<file path="src/rtl/distance_pkg.sv">
// Shared definitions for the distance filter and the display/control logic
// that consumes its outputs.
package distance_pkg;

    localparam int DIST_W        = 16;
    localparam int MAX_VALID_DEF = 400;
    localparam int NEAR_ON_DEF   = 20;
    localparam int NEAR_OFF_DEF  = 25;

    typedef enum logic [1:0] {
        S_IDLE    = 2'd0,
        S_WRITE   = 2'd1,
        S_PUBLISH = 2'd2
    } state_t;

endpackage

</file>
<file path="src/rtl/distance_ring.sv">
// Sample window storage: one write port and a combinational read at the
// write pointer, so the oldest entry is available as it is overwritten.
module distance_ring
    import distance_pkg::*;
#(
    parameter int DEPTH_LOG2 = 3
) (
    input  logic                  clk,
    input  logic                  wr_en,
    input  logic [DEPTH_LOG2-1:0] wr_ptr,
    input  logic [DIST_W-1:0]     wr_data,
    output logic [DIST_W-1:0]     rd_data
);

    logic [DIST_W-1:0] mem [1<<DEPTH_LOG2];

    // No reset: an entry is only read for subtraction once it has been written.
    always_ff @(posedge clk) begin
        if (wr_en) mem[wr_ptr] <= wr_data;
    end

    assign rd_data = mem[wr_ptr];

endmodule

</file>
<file path="src/rtl/distance_filter.sv">
// Range-checks ranging results, keeps a moving average over the last
// 2^DEPTH_LOG2 accepted samples, drives a hysteretic proximity flag and a timeout fault.
module distance_filter
    import distance_pkg::*;
#(
    parameter int DEPTH_LOG2 = 3,
    parameter int MAX_VALID  = MAX_VALID_DEF,
    parameter int NEAR_ON    = NEAR_ON_DEF,
    parameter int NEAR_OFF   = NEAR_OFF_DEF,
    parameter int TIMEOUT    = 10_000_000
) (
    input  logic              clk,
    input  logic              reset,
    input  logic              done_in,
    input  logic [DIST_W-1:0] distance_in,
    output logic [DIST_W-1:0] avg_distance,
    output logic              avg_valid,
    output logic              near,
    output logic              sample_rejected,
    output logic              fault
);

    localparam int DEPTH = 1 << DEPTH_LOG2;
    localparam int SUM_W = DIST_W + DEPTH_LOG2;
    localparam int TMO_W = $clog2(TIMEOUT + 1);

    state_t                state, next_state;
    logic                  done_q;
    logic [DIST_W-1:0]     sample_r;
    logic [SUM_W-1:0]      sum;
    logic [DEPTH_LOG2:0]   fill;
    logic [DEPTH_LOG2-1:0] wr_ptr;
    logic [TMO_W-1:0]      tmo_cnt;
    logic [DIST_W-1:0]     oldest;
    logic [DIST_W-1:0]     avg_next;
    logic                  edge_det;
    logic                  accept;
    logic                  full;
    logic                  wr_en;

    distance_ring #(.DEPTH_LOG2(DEPTH_LOG2)) u_ring (
        .clk     (clk),
        .wr_en   (wr_en),
        .wr_ptr  (wr_ptr),
        .wr_data (sample_r),
        .rd_data (oldest)
    );

    always_ff @(posedge clk) begin
        if (!reset) state <= S_IDLE;
        else        state <= next_state;
    end

    always_comb begin
        next_state = state;
        edge_det   = done_in & ~done_q;
        accept     = (sample_r != '0) && (sample_r <= DIST_W'(MAX_VALID));
        full       = (fill == (DEPTH_LOG2+1)'(DEPTH));
        wr_en      = (state == S_WRITE) && accept;
        avg_next   = DIST_W'(sum >> DEPTH_LOG2);
        case (state)
            S_IDLE:    if (edge_det) next_state = S_WRITE;
            S_WRITE:   next_state = accept ? S_PUBLISH : S_IDLE;
            S_PUBLISH: next_state = S_IDLE;
            default:   next_state = S_IDLE;
        endcase
    end

    always_ff @(posedge clk) begin
        if (!reset) begin
            done_q          <= 1'b0;
            sample_r        <= '0;
            sum             <= '0;
            fill            <= '0;
            wr_ptr          <= '0;
            tmo_cnt         <= '0;
            avg_distance    <= '0;
            avg_valid       <= 1'b0;
            near            <= 1'b0;
            sample_rejected <= 1'b0;
            fault           <= 1'b0;
        end else begin
            done_q          <= done_in;
            avg_valid       <= 1'b0;
            sample_rejected <= 1'b0;

            // Any accepted edge proves the sensor is alive, even if its reading is later rejected.
            if (state == S_IDLE && edge_det) begin
                sample_r <= distance_in;
                tmo_cnt  <= '0;
                fault    <= 1'b0;
            end else if (tmo_cnt != TMO_W'(TIMEOUT)) begin
                tmo_cnt <= tmo_cnt + 1'b1;
                if (tmo_cnt == TMO_W'(TIMEOUT - 1)) fault <= 1'b1;
            end

            if (state == S_WRITE) begin
                if (accept) begin
                    if (full) sum <= sum + SUM_W'(sample_r) - SUM_W'(oldest);
                    else      sum <= sum + SUM_W'(sample_r);
                    wr_ptr <= wr_ptr + 1'b1;
                    if (!full) fill <= fill + 1'b1;
                end else begin
                    sample_rejected <= 1'b1;
                end
            end

            if (state == S_PUBLISH && full && !fault) begin
                avg_distance <= avg_next;
                avg_valid    <= 1'b1;
                if (avg_next < DIST_W'(NEAR_ON))        near <= 1'b1;
                else if (avg_next >= DIST_W'(NEAR_OFF)) near <= 1'b0;
            end
        end
    end

endmodule

</file>
<file path="config.mk">
export PLATFORM = sky130hd
export DESIGN_NAME = distance_filter
export DESIGN_NICKNAME = d
export VERILOG_FILES = /design/src/rtl/distance_pkg.sv /design/src/rtl/distance_ring.sv /design/src/rtl/distance_filter.sv
export SDC_FILE = /design/constraint.sdc
export NUM_CORES = 1
export LEC_CHECK = 0
export ABC_AREA = 1
export CAP_MARGIN = 20
export CORE_MARGIN = 1
export CORE_UTILIZATION = 50
export CTS_CLUSTER_DIAMETER = 60
export DETAILED_ROUTE_END_ITERATION = 16
export DONT_BUFFER_PORTS = 1
export PLACE_DENSITY = 0.62
export RECOVER_POWER = 100
export SLEW_MARGIN = 20
export SYNTH_ARGS = -nofsm -noshare
export SYNTH_HDL_FRONTEND = slang
export SYNTH_SLANG_ARGS = --single-unit
</file>
<file path="constraint.sdc">
create_clock -name clk -period 9.21 [get_ports clk]
set_clock_uncertainty 0.1 [all_clocks]
set_input_delay 1.3815 -clock clk [delete_from_list [all_inputs] [get_ports clk]]
set_output_delay 1.3815 -clock clk [all_outputs]
set_load 0.02 [all_outputs]
</file>
==> metrics.txt, run 1 <==
status complete, but fails checks; violated checks max-capacitance violations, max-slew violations; worst setup slack for register-to-register paths 4350 ps; global-route usage over all layers 24.4%; source-to-sink clock delay at the later pin of the worst-skew pair 520 ps; register area share after synthesis 53.2%; buffer count from post-CTS setup fixing 0; starting utilization of the core area 51.0%; Power Density 202 nW/um^2; clock tree from TritonCTS done; number of antenna violations at the first check in global routing 0; Congestion Overflow GR 0; number of buffers inserted for hold repair after clock tree synthesis 0; top-count cell post-synth sky130_fd_sc_hd__nand2_1; first-pass iteration count of the detailed router 5; Crit Reg-Reg Endpoint sum[18]; number of global-route vias before repair 7702; Avg Cell Area, Syn 8.88 sq um; unrepaired setup endpoints after global routing no; Peak supply drop 0.123 mV; Max-cap violations 1; synthesized instance count 1203; actual transition at the worst max-transition pin 1850 ps; post-DP HPWL 17700 um; maximum root-to-sink buffer count 3; post-route worst setup slack 4350 ps; horizontal extent of the die 148 um; Tightest Hold Check Type register to register; GP Congestion 0.925; diode insertion count for antenna repair 0; Fmax achieved 206 MHz; crit path capture type register; total number of placement rows 53; Detailed Route WL 26600 um; leading post-synthesis cells by instance count sky130_fd_sc_hd__nand2_1 (192), sky130_fd_sc_hd__nor2_1 (145), sky130_fd_sc_hd__edfxtp_1 (128); Period minus WS final 4860 ps; largest net degree at the start of global routing 67; minimum setup slack after placement 5020 ps; Post-DRT Antenna Nets 0; Register-to-Register Path Depth 24; commonest register cell after synthesis sky130_fd_sc_hd__edfxtp_1; net total in the final layout 1258; area of the placeable core 21000 sq um; Via density 5.59; leakage power summed over all cells 4.68 nW; kind of critical path register to register; final hold viol count 0; most area-consuming cells after synthesis sky130_fd_sc_hd__edfxtp_1 (36%), sky130_fd_sc_hd__dfxtp_1 (17%), sky130_fd_sc_hd__nand2_1 (6.7%), sky130_fd_sc_hd__o21ai_0 (5.2%), sky130_fd_sc_hd__nor2_1 (5.1%); gr busiest metal met2; capturing instance or port of the critical path sum[18]; launching element type of the critical path register; fraction of synthesized cell area taken by the top area cell type 36.0%; wire length of the first global-routing pass 41400 um; Data arrival, critical path 5180 ps; netlist area before placement 10700 sq um; global routing usage on met2 37.4%; Die Y-Extent 148 um; area grow syn2layout 10.5%; Max Fanout on Critical Path 66; detailed router's first-iteration violation count 551; Root Buffer sky130_fd_sc_hd__clkbuf_16; Layout fillers 1939; # H-tree levels 1; required time at the worst-slack endpoint 9530 ps; period utilisation layout 52.7%; relative slew slack -23.7%; ys async rst share 0%; Yosys Warn Count 0; number of ports placed on the die boundary 39; post-cts repair resize count 0; clock-pin transition on the worst setup and hold timing paths 60 ps; count of buffers from port buffering 0; overall power after layout 2.38 mW; Unique masters post-synth 51; CTS buffer count 25; synthesized flop and latch total 220; layout cells sized above 1 8.34%; Post-Syn Nets 1257; core occupancy in the finished layout 56.3%; drt drc 0; cell taking the most area after synthesis sky130_fd_sc_hd__edfxtp_1; GR Util met3 3.80%; number of pins exceeding their max-slew limit in the final report 64; # setup viols final 0; area of the die 22000 sq um; Num Clock Sinks 220; total number of vias 8378; fraction of met1 tracks used by global routing 35.5%; number of enable-type register cells in the synthesized netlist 128; post-DR wirelength/cell 17.7 um; final-layout setup total negative slack 0 ps
-- sequential cells by signal (all words and copies together), names as in the netlist, named ones only --
| name | flops |
|---|---|
| u_ring.mem | 128 |
| tmo_cnt | 24 |
| sum | 19 |
| avg_distance | 16 |
| sample_r | 16 |
| fill | 4 |
| wr_ptr | 3 |
| state | 2 |
| avg_valid | 1 |
| done_q | 1 |
| fault | 1 |
| near | 1 |
| sample_rejected | 1 |
-- kinds of logic (layout without fill, tap and decap cells) --
| kind of cell | after synthesis | in the layout | synth area share [%] |
|---|---|---|---|
| flops | 220 | 220 | 53.2 |
| buf+inv | 179 | 199 | 6.59 |
| xor+xnor | 16 | 16 | 1.31 |
| fa+ha+maj | 35 | 35 | 4.24 |
| compound gates | 259 | 259 | 13.9 |
| simple gates | 494 | 494 | 20.8 |
-- layer usage --
layer | share of wire (%) | vias to the layer above
met4 | 2.7 | 0
li1 | - | 4124
met5 | 0 | -
met2 | 44 | 253
met1 | 47 | 3947
met3 | 6.5 | 54
-- cells in the final DEF, fill, tap and decap left out, drive strengths merged, types with 10 or more instances in the layout --
cell,instances
nand2,209
nor2,155
inv,138
o21ai,132
edfxtp,128
dfxtp,92
nand3,84
a21oi,64
clkbuf,36
ha,33
nor3,21
o22ai,13
clkinv,13
xor2,12
a31oi,11
nor4,11
a22o,10
-- worst min-delay path by stage --
| stage | depth (start not counted) | end | startpoint | slack [ps] |
|---|---|---|---|---|
| 2_1_floorplan | 2 | fill[3] | fill[3] | 340 |
| 3_3_place_gp | 2 | fill[3] | fill[3] | 350 |
| 3_5_place_dp | 2 | fill[3] | fill[3] | 360 |
| 4_1_cts | 2 | fill[3] | fill[3] | 370 |
| 5_1_grt | 2 | tmo_cnt[23] | tmo_cnt[23] | 400 |
| 6_report | 2 | fill[3] | fill[3] | 360 |
-- cell type report --
class	instances	area, sq um	area share (%)
Multi-Input combinational cell	804	4300	36.4
Clock inverter	21	272	2.30
Clock buffer	25	626	5.30
Timing Repair Buffer	14	63.8	0.540
Sequential cell	220	5690	48.2
Inverter	139	522	4.42
Tap cell	275	344	2.91
-- critical path, stage by stage, from the launching register on --
cell                      delay (ps)
sky130_fd_sc_hd__dfxtp_1         310
sky130_fd_sc_hd__buf_4           530
sky130_fd_sc_hd__inv_1           960
sky130_fd_sc_hd__o21ai_0         440
sky130_fd_sc_hd__o22ai_1         110
sky130_fd_sc_hd__nor2_1           90
sky130_fd_sc_hd__a31oi_1          70
sky130_fd_sc_hd__ha_1            270
sky130_fd_sc_hd__fa_1            430
sky130_fd_sc_hd__nor2_1          120
sky130_fd_sc_hd__nand2_1          70
sky130_fd_sc_hd__nand2_1         110
sky130_fd_sc_hd__nand2_1          80
sky130_fd_sc_hd__nand2_1          70
sky130_fd_sc_hd__nand2_1          60
sky130_fd_sc_hd__nand3_1          80
sky130_fd_sc_hd__nand2_1          90
sky130_fd_sc_hd__nor2_1          100
sky130_fd_sc_hd__nand2_1          70
sky130_fd_sc_hd__nand2_1          90
sky130_fd_sc_hd__nand2_1         120
sky130_fd_sc_hd__nand3_1         100
sky130_fd_sc_hd__nand3_1          80
sky130_fd_sc_hd__nand2_1         110
sky130_fd_sc_hd__inv_1            40
-- metrics by stage --
stage                     cell area (sq um)  instances  hold WS (ps)
after floorplan                       10700       1203           340
final                                 11800       1498           364
after global placement                11000       1452           350
after global routing                  11800       1498           397
after detailed placement              11000       1452           360
after CTS                             11900       1498           367
-- power by group --
| group | switching (mW) | leakage (nW) | internal (mW) | total [mW] |
|---|---|---|---|---|
| clock network | 0.403 | 0.437 | 0.667 | 1.07 |
| registers | 0.0250 | 1.95 | 1.06 | 1.08 |
| logic | 0.158 | 2.29 | 0.0753 | 0.234 |
| total | 0.586 | 4.68 | 1.80 | 2.38 |
(Power assumes the default switching activity.)
==> run 2, diff against run 1 <==
--- a/config.mk
+++ b/config.mk
@@ -12,7 +12,7 @@
 export CTS_CLUSTER_DIAMETER = 60
 export DETAILED_ROUTE_END_ITERATION = 16
 export DONT_BUFFER_PORTS = 1
-export PLACE_DENSITY = 0.62
+export PLACE_DENSITY = 0.65
 export RECOVER_POWER = 100
 export SLEW_MARGIN = 20
 export SYNTH_ARGS = -nofsm -noshare
==> constraint.sdc (replaced) <==
create_clock -name clk -period 3.9 [get_ports clk]
set_clock_uncertainty 0.1 [all_clocks]
set_input_delay 0.585 -clock clk [delete_from_list [all_inputs] [get_ports clk]]
set_output_delay 0.585 -clock clk [all_outputs]
set_load 0.02 [all_outputs]
==> run 2 against run 1 <==
  * The run now ends clean
  * Worst setup slack lost 4000 ps
  * Maximum frequency increased by 35%
  * Critical path type unchanged
  * Global-route usage is 0.21 points higher
  * Clock-buffer cell count is 10 higher
==> metrics.txt, run 2 (synthesis results as in run 1) <==
buffer count from post-CTS setup fixing 0; Die Y-Extent 148 um; global-route usage over all layers 24.7%; most common cell after layout, fill and taps aside sky130_fd_sc_hd__nand2_1; start of the worst register-to-register path sample_r[4]; count of buffers from port buffering 0; period utilisation layout 91.9%; overall power after layout 5.57 mW; leakage power summed over all cells 4.73 nW; unrepaired setup endpoints after global routing no; GP Congestion 0.932; source-to-sink clock delay at the later pin of the worst-skew pair 540 ps; biggest regs u_ring.mem (128), tmo_cnt (24), sum (19); starting utilization of the core area 51.0%; kind of critical path register to register; layout cells sized above 1 8.64%; Detailed Route WL 26900 um; total number of placement rows 53; final hold viol count 0; detailed router's first-iteration violation count 656; post-cts repair resize count 0; number of pins exceeding their max-slew limit in the final report 0; Data arrival, critical path 3910 ps; area of the placeable core 21000 sq um; clock tree from TritonCTS done; Critical Path Max Stage Delay 550 ps; final-layout setup total negative slack 0 ps; net total in the final layout 1274; number of ports placed on the die boundary 39; Peak supply drop 0.390 mV; Tightest Hold Check Type primary input to register; crit path cell chain ha_1 > a21oi_1 > nand3_2 > a31oi_1 > xnor2_1 > ha_1 > inv_1 > o21ai_0 > a31oi_1 > nand2_1 > nand2_1 > nand3_1 > nand2_1 > nor2_1 > nand2_1 > nand2_2 > nand2_2 > nand2_1 > nand2_1 > nand3_1 > nand2_1 > inv_1; horizontal extent of the die 148 um; # H-tree levels 1; crit path capture type register; Via density 5.51; relative slew slack 15.1%; post-DR wirelength/cell 17.8 um; cell with the most instances on the worst path sky130_fd_sc_hd__nand2_1; largest net degree at the start of global routing 43; Congestion Overflow GR 0; CTS buffer count 25; total number of vias 8340; Num Clock Sinks 220; Worst Hold Launch done_in; Power Density 470 nW/um^2; Post-DRT Antenna Nets 0; area grow syn2layout 10.9%; highest-count cells in the layout ignoring fill and taps sky130_fd_sc_hd__nand2_1 (192), sky130_fd_sc_hd__nor2_1 (149), sky130_fd_sc_hd__edfxtp_1 (128); number of antenna violations at the first check in global routing 0; post-DP HPWL 18500 um; Max-cap violations 0; Period minus WS final 3580 ps; status completed; number of global-route vias before repair 7782; number of buffers inserted for hold repair after clock tree synthesis 0; wire length of the first global-routing pass 41600 um; Root Buffer sky130_fd_sc_hd__clkbuf_16; diode insertion count for antenna repair 0; actual transition at the worst max-transition pin 1270 ps; drt drc 0; CP bufs+invs 2; number of flip-flops in the largest register 128; crit path from sample_r[4]; Critical-path top delay cell sky130_fd_sc_hd__dfxtp_1; Max Fanout on Critical Path 10; clock-pin transition on the worst setup and hold timing paths 60 ps; Fmax achieved 279 MHz; # setup viols final 0; Crit path max-delay family simple AND/OR/NAND/NOR gates; required time at the worst-slack endpoint 4220 ps; first-pass iteration count of the detailed router 5; launching element type of the critical path register; maximum root-to-sink buffer count 3; largest reg by FF count u_ring.mem; area of the die 22000 sq um
run 2: layout make-up:
type                            instances  area, sq um
Fill cell                            1968         9100
Tap cell                              275          344
Inverter                              139          522
Sequential cell                       220         5690
Multi-Input combinational cell        804         4260
Timing Repair Buffer                   30          161
Clock inverter                         11          151
Clock buffer                           35          726
run 2: metal layers:
layer  part of all wire [%]  track usage, %  vias to the layer above
met1                     46            35.3                     3928
met4                    1.8            6.13                        0
li1                       -               -                     4156
met3                    5.9            3.10                       37
met5                      0               0                        -
met2                     46            39.6                      219
run 2: worst paths after layout:
check | to | slack [ps] | cells after the start
max reg2reg | sum[18] | 320 | 22
min | done_q | 40 | 2
max | sum[18] | 320 | 22
min reg2reg | fill[3] | 360 | 2
run 2: stage by stage:
| step | setup WS (ps) | instance area [sq um] | cells | hold WS [ps] | utilization, % |
|---|---|---|---|---|---|
| 4_1_cts | 238 | 12000 | 1514 | 27.0 | 57.2 |
| 6_report | 316 | 11900 | 1514 | 42.6 | 56.6 |
| 3_5_place_dp | 275 | 11100 | 1468 | 355 | 53.0 |
| 2_1_floorplan | 706 | 10700 | 1203 | 340 | - |
| 3_3_place_gp | 342 | 11100 | 1468 | 347 | 53.0 |
| 5_1_grt | 35.5 | 11900 | 1514 | 26.7 | 56.6 |
run 2: where the power goes:
group	internal [mW]	switching, mW
registers	2.49	0.0464
clock network	1.51	0.949
logic	0.185	0.382
total	4.19	1.38
